`src/rtl/mic_ctl.sv`:
```
// I2S capture controller: derives MCLK/SCK/LRCK from a free-running counter and
// deserialises stereo 16-bit samples into a valid/ready held output pair.
module mic_ctl #(
  parameter logic [3:0] SAMPLE_PHASE = 4'hB
) (
  input  logic               clk,
  input  logic               rst,
  input  logic               audio_sdout,
  input  logic               ready,
  output logic               audio_mclk,
  output logic               audio_lrck,
  output logic               audio_sck,
  output logic signed [15:0] audio_left,
  output logic signed [15:0] audio_right,
  output logic               valid,
  output logic               overrun
);

  localparam int DATA_W = 16;

  logic [8:0]               cnt;
  logic [8:0]               cnt_nxt;
  logic                     sync_p0;
  logic                     sync_p1;
  logic signed [DATA_W-1:0] shift_p2;
  logic signed [DATA_W-1:0] shift_nxt;
  logic signed [DATA_W-1:0] hold_p2;
  logic                     primed;
  logic                     capture;
  logic                     slot0;
  logic                     complete;

  function automatic logic signed [DATA_W-1:0] shift_in(
    input logic signed [DATA_W-1:0] word,
    input logic                     din
  );
    return {word[DATA_W-2:0], din};
  endfunction

  assign cnt_nxt   = cnt + 9'd1;
  assign capture   = (cnt[3:0] == SAMPLE_PHASE);
  assign slot0     = (cnt[7:4] == 4'd0);
  assign complete  = capture & slot0 & ~cnt[8];
  assign shift_nxt = shift_in(shift_p2, sync_p1);

  // Clock generation: outputs register the next count so each equals its cnt bit
  always_ff @(posedge clk or posedge rst) begin
    if (rst) begin
      cnt        <= '0;
      audio_mclk <= 1'b0;
      audio_sck  <= 1'b0;
      audio_lrck <= 1'b0;
    end else begin
      cnt        <= cnt_nxt;
      audio_mclk <= cnt_nxt[1];
      audio_sck  <= cnt_nxt[3];
      audio_lrck <= cnt_nxt[8];
    end
  end

  // Stage p0/p1: two-flop synchronizer for the asynchronous ADC data
  always_ff @(posedge clk or posedge rst) begin
    if (rst) begin
      sync_p0 <= 1'b0;
      sync_p1 <= 1'b0;
    end else begin
      sync_p0 <= audio_sdout;
      sync_p1 <= sync_p0;
    end
  end

  // Stage p2: deserialiser; slot 0 of the right half closes the left word
  always_ff @(posedge clk or posedge rst) begin
    if (rst) begin
      shift_p2 <= '0;
      hold_p2  <= '0;
    end else if (capture) begin
      shift_p2 <= shift_nxt;
      if (slot0 && cnt[8]) hold_p2 <= shift_nxt;
    end
  end

  // Output handshake; the first left-half completion after reset has no right word
  always_ff @(posedge clk or posedge rst) begin
    if (rst) begin
      primed      <= 1'b0;
      audio_left  <= '0;
      audio_right <= '0;
      valid       <= 1'b0;
      overrun     <= 1'b0;
    end else if (complete) begin
      if (!primed) begin
        primed <= 1'b1;
      end else begin
        audio_left  <= hold_p2;
        audio_right <= shift_nxt;
        valid       <= 1'b1;
        if (valid && !ready) overrun <= 1'b1;
      end
    end else if (valid && ready) begin
      valid <= 1'b0;
    end
  end

endmodule

```
`config.mk`:
```
export PLATFORM = sky130hd
export DESIGN_NAME = mic_ctl
export DESIGN_NICKNAME = d
export VERILOG_FILES = /design/src/rtl/mic_ctl.sv
export SDC_FILE = /design/constraint.sdc
export NUM_CORES = 1
export LEC_CHECK = 0
export BUFFER_PORTS_ARGS = -buffer_cell sky130_fd_sc_hd__buf_2
export CAP_MARGIN = 20
export CORE_MARGIN = 4
export CORE_UTILIZATION = 56
export CTS_CLUSTER_SIZE = 10
export DETAILED_ROUTE_END_ITERATION = 10
export PLACE_DENSITY = 0.78
export SYNTH_ARGS = -nofsm -noshare
export SYNTH_HDL_FRONTEND = slang
export SYNTH_SLANG_ARGS = --single-unit
```
`constraint.sdc`:
```
create_clock -name clk -period 3.15 [get_ports clk]
set_input_delay 0.315 -clock clk [delete_from_list [all_inputs] [get_ports clk]]
set_output_delay 0.315 -clock clk [all_outputs]
set_load 0.02 [all_outputs]
```
* Yosys cells after proc, flatten, opt, wreduce, memory -nomap -nowiden *
Cells that the tools add are included.

operators by class
  add/sub/neg operators = 1
  reductions and logical operators = 10
  bitwise gates (word level) = 3
  equality and inequality tests = 2
  mux-type cells = 3

operator list
  kind                                                            number
  9-bit by 1-bit adder with 9-bit output (second input constant)  1
  2-bit AND reduction                                             3
  4-bit equality test (second input constant)                     1
  4-bit logical NOT                                               1
  1-bit logical AND                                               3
  1-bit 2-to-1 mux                                                3
  3-bit AND reduction                                             1
  1-bit AND                                                       2
  2-bit != test (second input constant)                           1
  2-bit nonzero test                                              1
  1-bit logical NOT                                               1
  1-bit NOT                                                       1

storage, ports and cells
  flip-flop bits (word level) = 80
  word-level logic and storage cells = 32

* Depth between registers and ports, before layout *
Gate-level depths: netlist of the first run.

  depth after elaboration = 5
  gate-level depth with buffers = 6
  gate-level depth less buffers = 4

* Least setup slack after synthesis of the first run *
OpenSTA, ideal clock, no wires.

  path kind = reg-to-reg
  from = reg cnt[1]
  to = reg hold_p2[0]
  path slack = 1327 ps
  path buffers = 2
  data required time = 3025 ps
  arrival = 1698 ps
  setup time = 125 ps
  cell stages (with the launch flop) = 7
  path through = dfrtp_1 -> ha_1 -> and3b_1 -> clkbuf_1 -> nand3_4 -> buf_6 -> mux2_2

between the ends
  word-level cells in the longest chain between the ends = 2

RTL lines
  item                                  line  text
  start: declaration                    21    logic [8:0] cnt;
  start signal: assignment              54    cnt <= cnt_nxt;
  4-bit equality test                   41    assign capture = (cnt[3:0] == SAMPLE_PHASE);
  2-bit AND reduction (no source line)  n/a
  end signal: assignment                79    if (slot0 && cnt[8]) hold_p2 <= shift_nxt;
  end: declaration                      27    logic signed [DATA_W-1:0] hold_p2;

Every way passes these cells.
A chain may end at the register's enable or synchronous reset.

* Final worst setup path of the first run *
  from = reg cnt[6]
  to = reg audio_left[14]

between the ends
  word-level cells in the longest chain between the ends = 4

RTL lines
  item                                  line  text
  4-bit logical NOT                     42    assign slot0 = (cnt[7:4] == 4'd0);
  1-bit AND (2 in series)               43    assign complete = capture & slot0 & ~cnt[8];
  2-bit AND reduction (no source line)  n/a
  end signal: assignment                95    audio_left <= hold_p2;
  end: declaration                      13    output logic signed [15:0] audio_left,

Every way passes these cells.

==> metrics.txt, run 1 <==
RR Endpoint=audio_left[14]; core area=5200 µm²; setup_tns=0 ns; Site Rows=26; Slew @ Worst Pin=0.706 ns; share of the yosys chip area belonging to registers=0.632; Placement Setup Slack=1.02 ns; routed wire length=~5.0 mm; pwr dens=approximately 500 nW/µm²; largest net degree at the start of global routing=45; worst rel slew slack=0.528; area delta synth->final=15.1%; via count=1668; IO Port Bufs=40; Final Max Tran Viols=0; placed insts=approximately 310; final hold vios=0; vias per cell=5.07; Remaining DRCs=0; crit path kind=flip-flop to flip-flop; WP data required=3.38 ns; Power Internal=0.00136 W; Yosys cell types=24; clk sinks=77; Nets=roughly 260; clock tree buffer depth=2; Clock Tree Root=clkbuf_8; crit end category=flip-flop; FF-to-FF setup slack=between 1 and 1.5 ns; Final min period=~2.1 ns; initial core utilization=0.586; Synth Area in XOR/XNOR=0.0201; Post-Synth Simple-Gate Area=0.103; synth warn=0; max-cap violation count=0; combinational group share of total power=0.014; Switching Fraction=0.221; Period Utilization, post-route=0.679; clk_skew=roughly 0.012 ns; sequential group share of total power=0.568; Hold WC Path Type=input port to asynchronous set/reset pin; antenna cells=0; CTS Hold Buffers Added=0; Worst-Skew Late Latency=0.35 ns; largest family of logic cells by synthesized area=multiplexers; CP Max Fanout=33; register bit total from synthesis=77; worst r2r src=cnt[6]; commonest non-fill, non-tap cells in the layout=dfrtp_1, nand2_1, buf_2; clock power share=0.418; share of cells above drive strength 1=0.429; area of the mapped netlist=3050 µm²; final cell count without fillers=between 300 and 400; GRT overflow=0; Post-Syn Instances=208; Die ar.=6690 µm²; leading area contributor after synthesis=dfrtp_1; GPL Wtd Cong=0.716; RSZ-0062 raised after global routing=no; CTS tree=built; setup bufs post-CTS=0; die height=81.8 µm; H-tree levels=3; Adder-Cell Fraction of Synth Area=0.00411; met2 routed WL=2.32 mm; top routing layer used=met4; Compound-Gate Fraction of Synth Area=0.00616; fmax=~470 MHz; Synth top area share=0.632; Metal-1 WL=roughly 2.4 mm; Net Sw Power=0.000387 W; mux cell area share after synthesis=0.213; Final WS setup=~1.0 ns; leakage=just under 2 nW; worst vdd ir=0.279 mV; Worst-path clk slew=roughly 0.090 ns; total CTS buffers=9; die width=81.8 µm; reg2reg path depth=3; synth top area cells=dfrtp_1, mux2_4, mux2_2; DRT iter0 DRCs=82; Routed Antenna Nets=0; vias in the first global route=1747; wire per inst=15.2 µm; Min Hold Slack=about 0.07 ns; # setup viols final=0; met3 wire length=around 210 µm; cts repair resizes=0; first-pass GRT wire length=8.53 mm; final core occ=0.674; initial antenna violation count=0; most common cell after layout, fill and taps aside=dfrtp_1; gr usage total=0.172; DR pass1 iterations=4; status=finished clean; synthesized area per cell=14.7 µm²; crit path launch type=flip-flop; WP data arrival=2.37 ns; Ports=41; dpl hpwl=3.27 mm; post-synth net total=213
==> worst max-delay path, stage by stage, from the launching register on <==
cell and delay [ns]:
dfrtp_1 0.46, nor4_4 0.46, nand3_4 0.59, mux2_4 0.50
==> area by class of cell <==
class,count,area [µm²]
Clock inverter,7,76.3
Fill cell,377,1700
Tap cell,70,87.6
Sequential cell,77,1930
Timing Repair Buffer,42,228
Inverter,2,7.51
Multi-Input combinational cell,122,1060
Clock buffer,9,124
==> how the worst max path moves through the flow <==
stage                start              to  slack, ns
floorplan              rst   audio_left[0]       0.87
global placement    cnt[5]  audio_right[5]       1.09
detailed placement  cnt[5]  audio_right[4]       1.02
CTS                 cnt[6]  audio_right[6]       1.00
global route        cnt[5]  audio_right[0]       0.90
finish              cnt[6]  audio_left[14]       1.01
==> layer usage <==
metal,global-route usage,vias up
met5,0,-
met1,0.238,835
li1,-,792
met3,0.0461,9
met2,0.258,32
met4,0.0698,0
==> cells in the mapped netlist <==
| cell | instances |
|---|---|
| o21bai_1 | 1 |
| and3b_1 | 1 |
| xnor2_1 | 4 |
| buf_6 | 4 |
| nand3_4 | 2 |
| dfrtp_1 | 77 |
| inv_1 | 2 |
| nand2_1 | 49 |
| clkbuf_1 | 3 |
| mux2_2 | 19 |
| nand3b_1 | 1 |
| nor2_1 | 1 |
| xor2_1 | 3 |
| and4bb_2 | 1 |
| nand2b_1 | 2 |
| and4_1 | 1 |
| a21oi_1 | 1 |
| nand4_1 | 1 |
| a31oi_1 | 1 |
| nor3_1 | 1 |
| ha_1 | 1 |
| nand3_1 | 2 |
| mux2_4 | 29 |
| nor4_4 | 1 |
==> registers in the layout, summed over array words and instances (netlist names), 8 cells and up <==
name and cells:
audio_left 16, hold_p2 16, cnt 8, shift_p2 15, audio_right 16
==> through the flow <==
step | instance area, µm² | total power [W]
floorplan | 3050 | 0.00103
global placement | 3310 | 0.00104
detailed placement | 3310 | 0.00104
CTS | 3510 | 0.00177
global route | 3510 | 0.00182
finish | 3510 | 0.00175
==> power by group through the flow <==
stage               Combinational (W)  Sequential, W  Clock (W)
floorplan                   0.0000162        0.00101          0
global placement            0.0000264        0.00101          0
detailed placement          0.0000268        0.00101          0
CTS                         0.0000267       0.000994   0.000748
global route                0.0000296       0.000994   0.000792
finish                      0.0000249       0.000994   0.000732
==> cells by family (layout without fill, tap and decap cells) <==
kind of cell / count (synthesis) / after routing
DFF: 77 / 77
and+or+nand+nor: 63 / 63
muxes: 48 / 48
buffers and inverters: 9 / 60
xor gates and xnor gates: 7 / 7
AOI/OAI and AO/OA: 3 / 3
adders and majority gates: 1 / 1
No activity file was read; power rests on OpenSTA's default activity.
==> run 2, diff against run 1 <==
- clock period: 3.15 -> 2.1 ns (I/O delays scaled with it)
==> metrics.txt, run 2 (same netlist as run 1, synthesis figures left out) <==
status=finished clean; initial core utilization=0.586; GRT overflow=0; crit-path leading delay family=simple AND/OR/NAND/NOR gates; total CTS buffers=9; H-tree levels=3; largest net degree at the start of global routing=78; Worst-path clk slew=approximately 0.070 ns; Worst Setup SP=cnt[0]; reg2reg path depth=5; Site Rows=26; Worst-Skew Late Latency=0.34 ns; Filler Cells Inserted=370; worst rel slew slack=0.585; pwr dens=739 nW/µm²; worst vdd ir=0.421 mV; crit path kind=flip-flop to flip-flop; Remaining DRCs=0; RSZ-0062 raised after global routing=no; Ports=41; Period Utilization, post-route=0.888; Final WS setup=0.236 ns; IO Port Bufs=40; share of cells above drive strength 1=0.424; Crit path depth=5; vias per cell=5.05; Crit path largest cell delay=between 0.3 and 0.4 ns; first-pass GRT wire length=~8.5 mm; leakage=between 2 and 2.5 nW; Die ar.=6690 µm²; crit path launch type=flip-flop; die height=81.8 µm; crit path buf inv count=1; leading registers by flop count=audio_left x16, audio_right x16, hold_p2 x16; area delta synth->final=17.5%; clk sinks=77; WP data required=2.32 ns; Final Max Tran Viols=0; core area=5200 µm²; WP data arrival=2.09 ns; FF-to-FF setup slack=0.24 ns; gr usage total=0.174; DR pass1 iterations=4; die width=81.8 µm; crit end category=flip-flop; Nets=264; commonest non-fill, non-tap cells in the layout=dfrtp_1, nand2_1, buf_2; Routed Antenna Nets=0; DRT iter0 DRCs=95; crit path to=audio_right[1]; via count=1687; Placement Setup Slack=between 0.2 and 0.25 ns; final hold vios=0; GPL Wtd Cong=0.720; antenna cells=0; # setup viols final=0; vias in the first global route=1759; Critical Path Slowest Stage Cell=dfrtp_1; most common cell after layout, fill and taps aside=dfrtp_1; routed wire length=4.99 mm; initial antenna violation count=0; clk_skew=0.00785 ns; Slew @ Worst Pin=0.621 ns; wire per inst=14.9 µm; Hold WC Path Type=input port to flip-flop; Final min period=1.86 ns; CTS tree=built; fmax=about 540 MHz; clock tree buffer depth=2; worst r2r src=cnt[0]; CP Max Fanout=14; max-cap violation count=0; dpl hpwl=about 3.3 mm; crit path cell chain=ha_1, and4bb_2, nand3_4, buf_12, mux2_4; RR Endpoint=audio_right[1]; Clock Tree Root=clkbuf_8; setup_tns=0 ns; Tot Pwr=0.00265 W
[run 2: power breakdown]
group	leakage, nW	switching (W)	total, W	internal (W)
Combinational	0.871	0.0000300	0.0000403	0.0000103
Sequential	1.04	0.00000484	0.00149	0.00149
Clock	0.104	0.000498	0.00111	0.000615
Total	2.02	0.000533	0.00265	0.00211
[run 2: worst reg2reg max path, cell delays in order (launching register included)]
cell	delay, ns
dfrtp_1	0.39
ha_1	0.25
and4bb_2	0.31
nand3_4	0.25
buf_12	0.26
mux2_4	0.30
[run 2: metrics by stage]
step                hold WS, ns  area, µm²  utilization  instances
floorplan                 0.241       3050            -        208
global placement          0.320       3360        0.645        316
detailed placement        0.322       3360        0.645        316
CTS                      0.0309       3580        0.688        334
global route             0.0371       3580        0.688        334
finish                   0.0472       3580        0.688        334
[run 2: cell type report]
| cell class | instances | area (µm²) | share of cell area |
|---|---|---|---|
| sequential | 77 | 1930 | 0.538 |
| multi-input combinational | 122 | 1060 | 0.295 |
| timing repair buffer | 47 | 295 | 0.0825 |
| clock buffer | 13 | 159 | 0.0444 |
| tap | 70 | 87.6 | 0.0245 |
| clock inverter | 3 | 43.8 | 0.0122 |
| inverter | 2 | 11.3 | 0.00314 |
[run 2: how the worst min path moves through the flow]
stage / cells past startpoint / to / slack, ns / startpoint
finish: 2 / valid / 0.05 / ready
global route: 2 / valid / 0.04 / ready
CTS: 2 / valid / 0.03 / ready
detailed placement: 1 / sync_p0 / 0.32 / audio_sdout
global placement: 1 / sync_p0 / 0.32 / audio_sdout
floorplan: 0 / sync_p0 / 0.24 / audio_sdout
[run 2: layer usage]
metal | track usage | wire [µm]
met1 | 0.233 | 2310
met4 | 0.105 | 127
met5 | 0 | 0
met3 | 0.0307 | 205
met2 | 0.265 | 2350
[run 2: timing repair]
action / CTS / global route
buffers inserted: 0 / 0
resized for setup: 0 / 0
endpoints found under the hold margin: 78 / 0
hold buffers: 2 / 0
endpoints found under the setup margin: 0 / 0
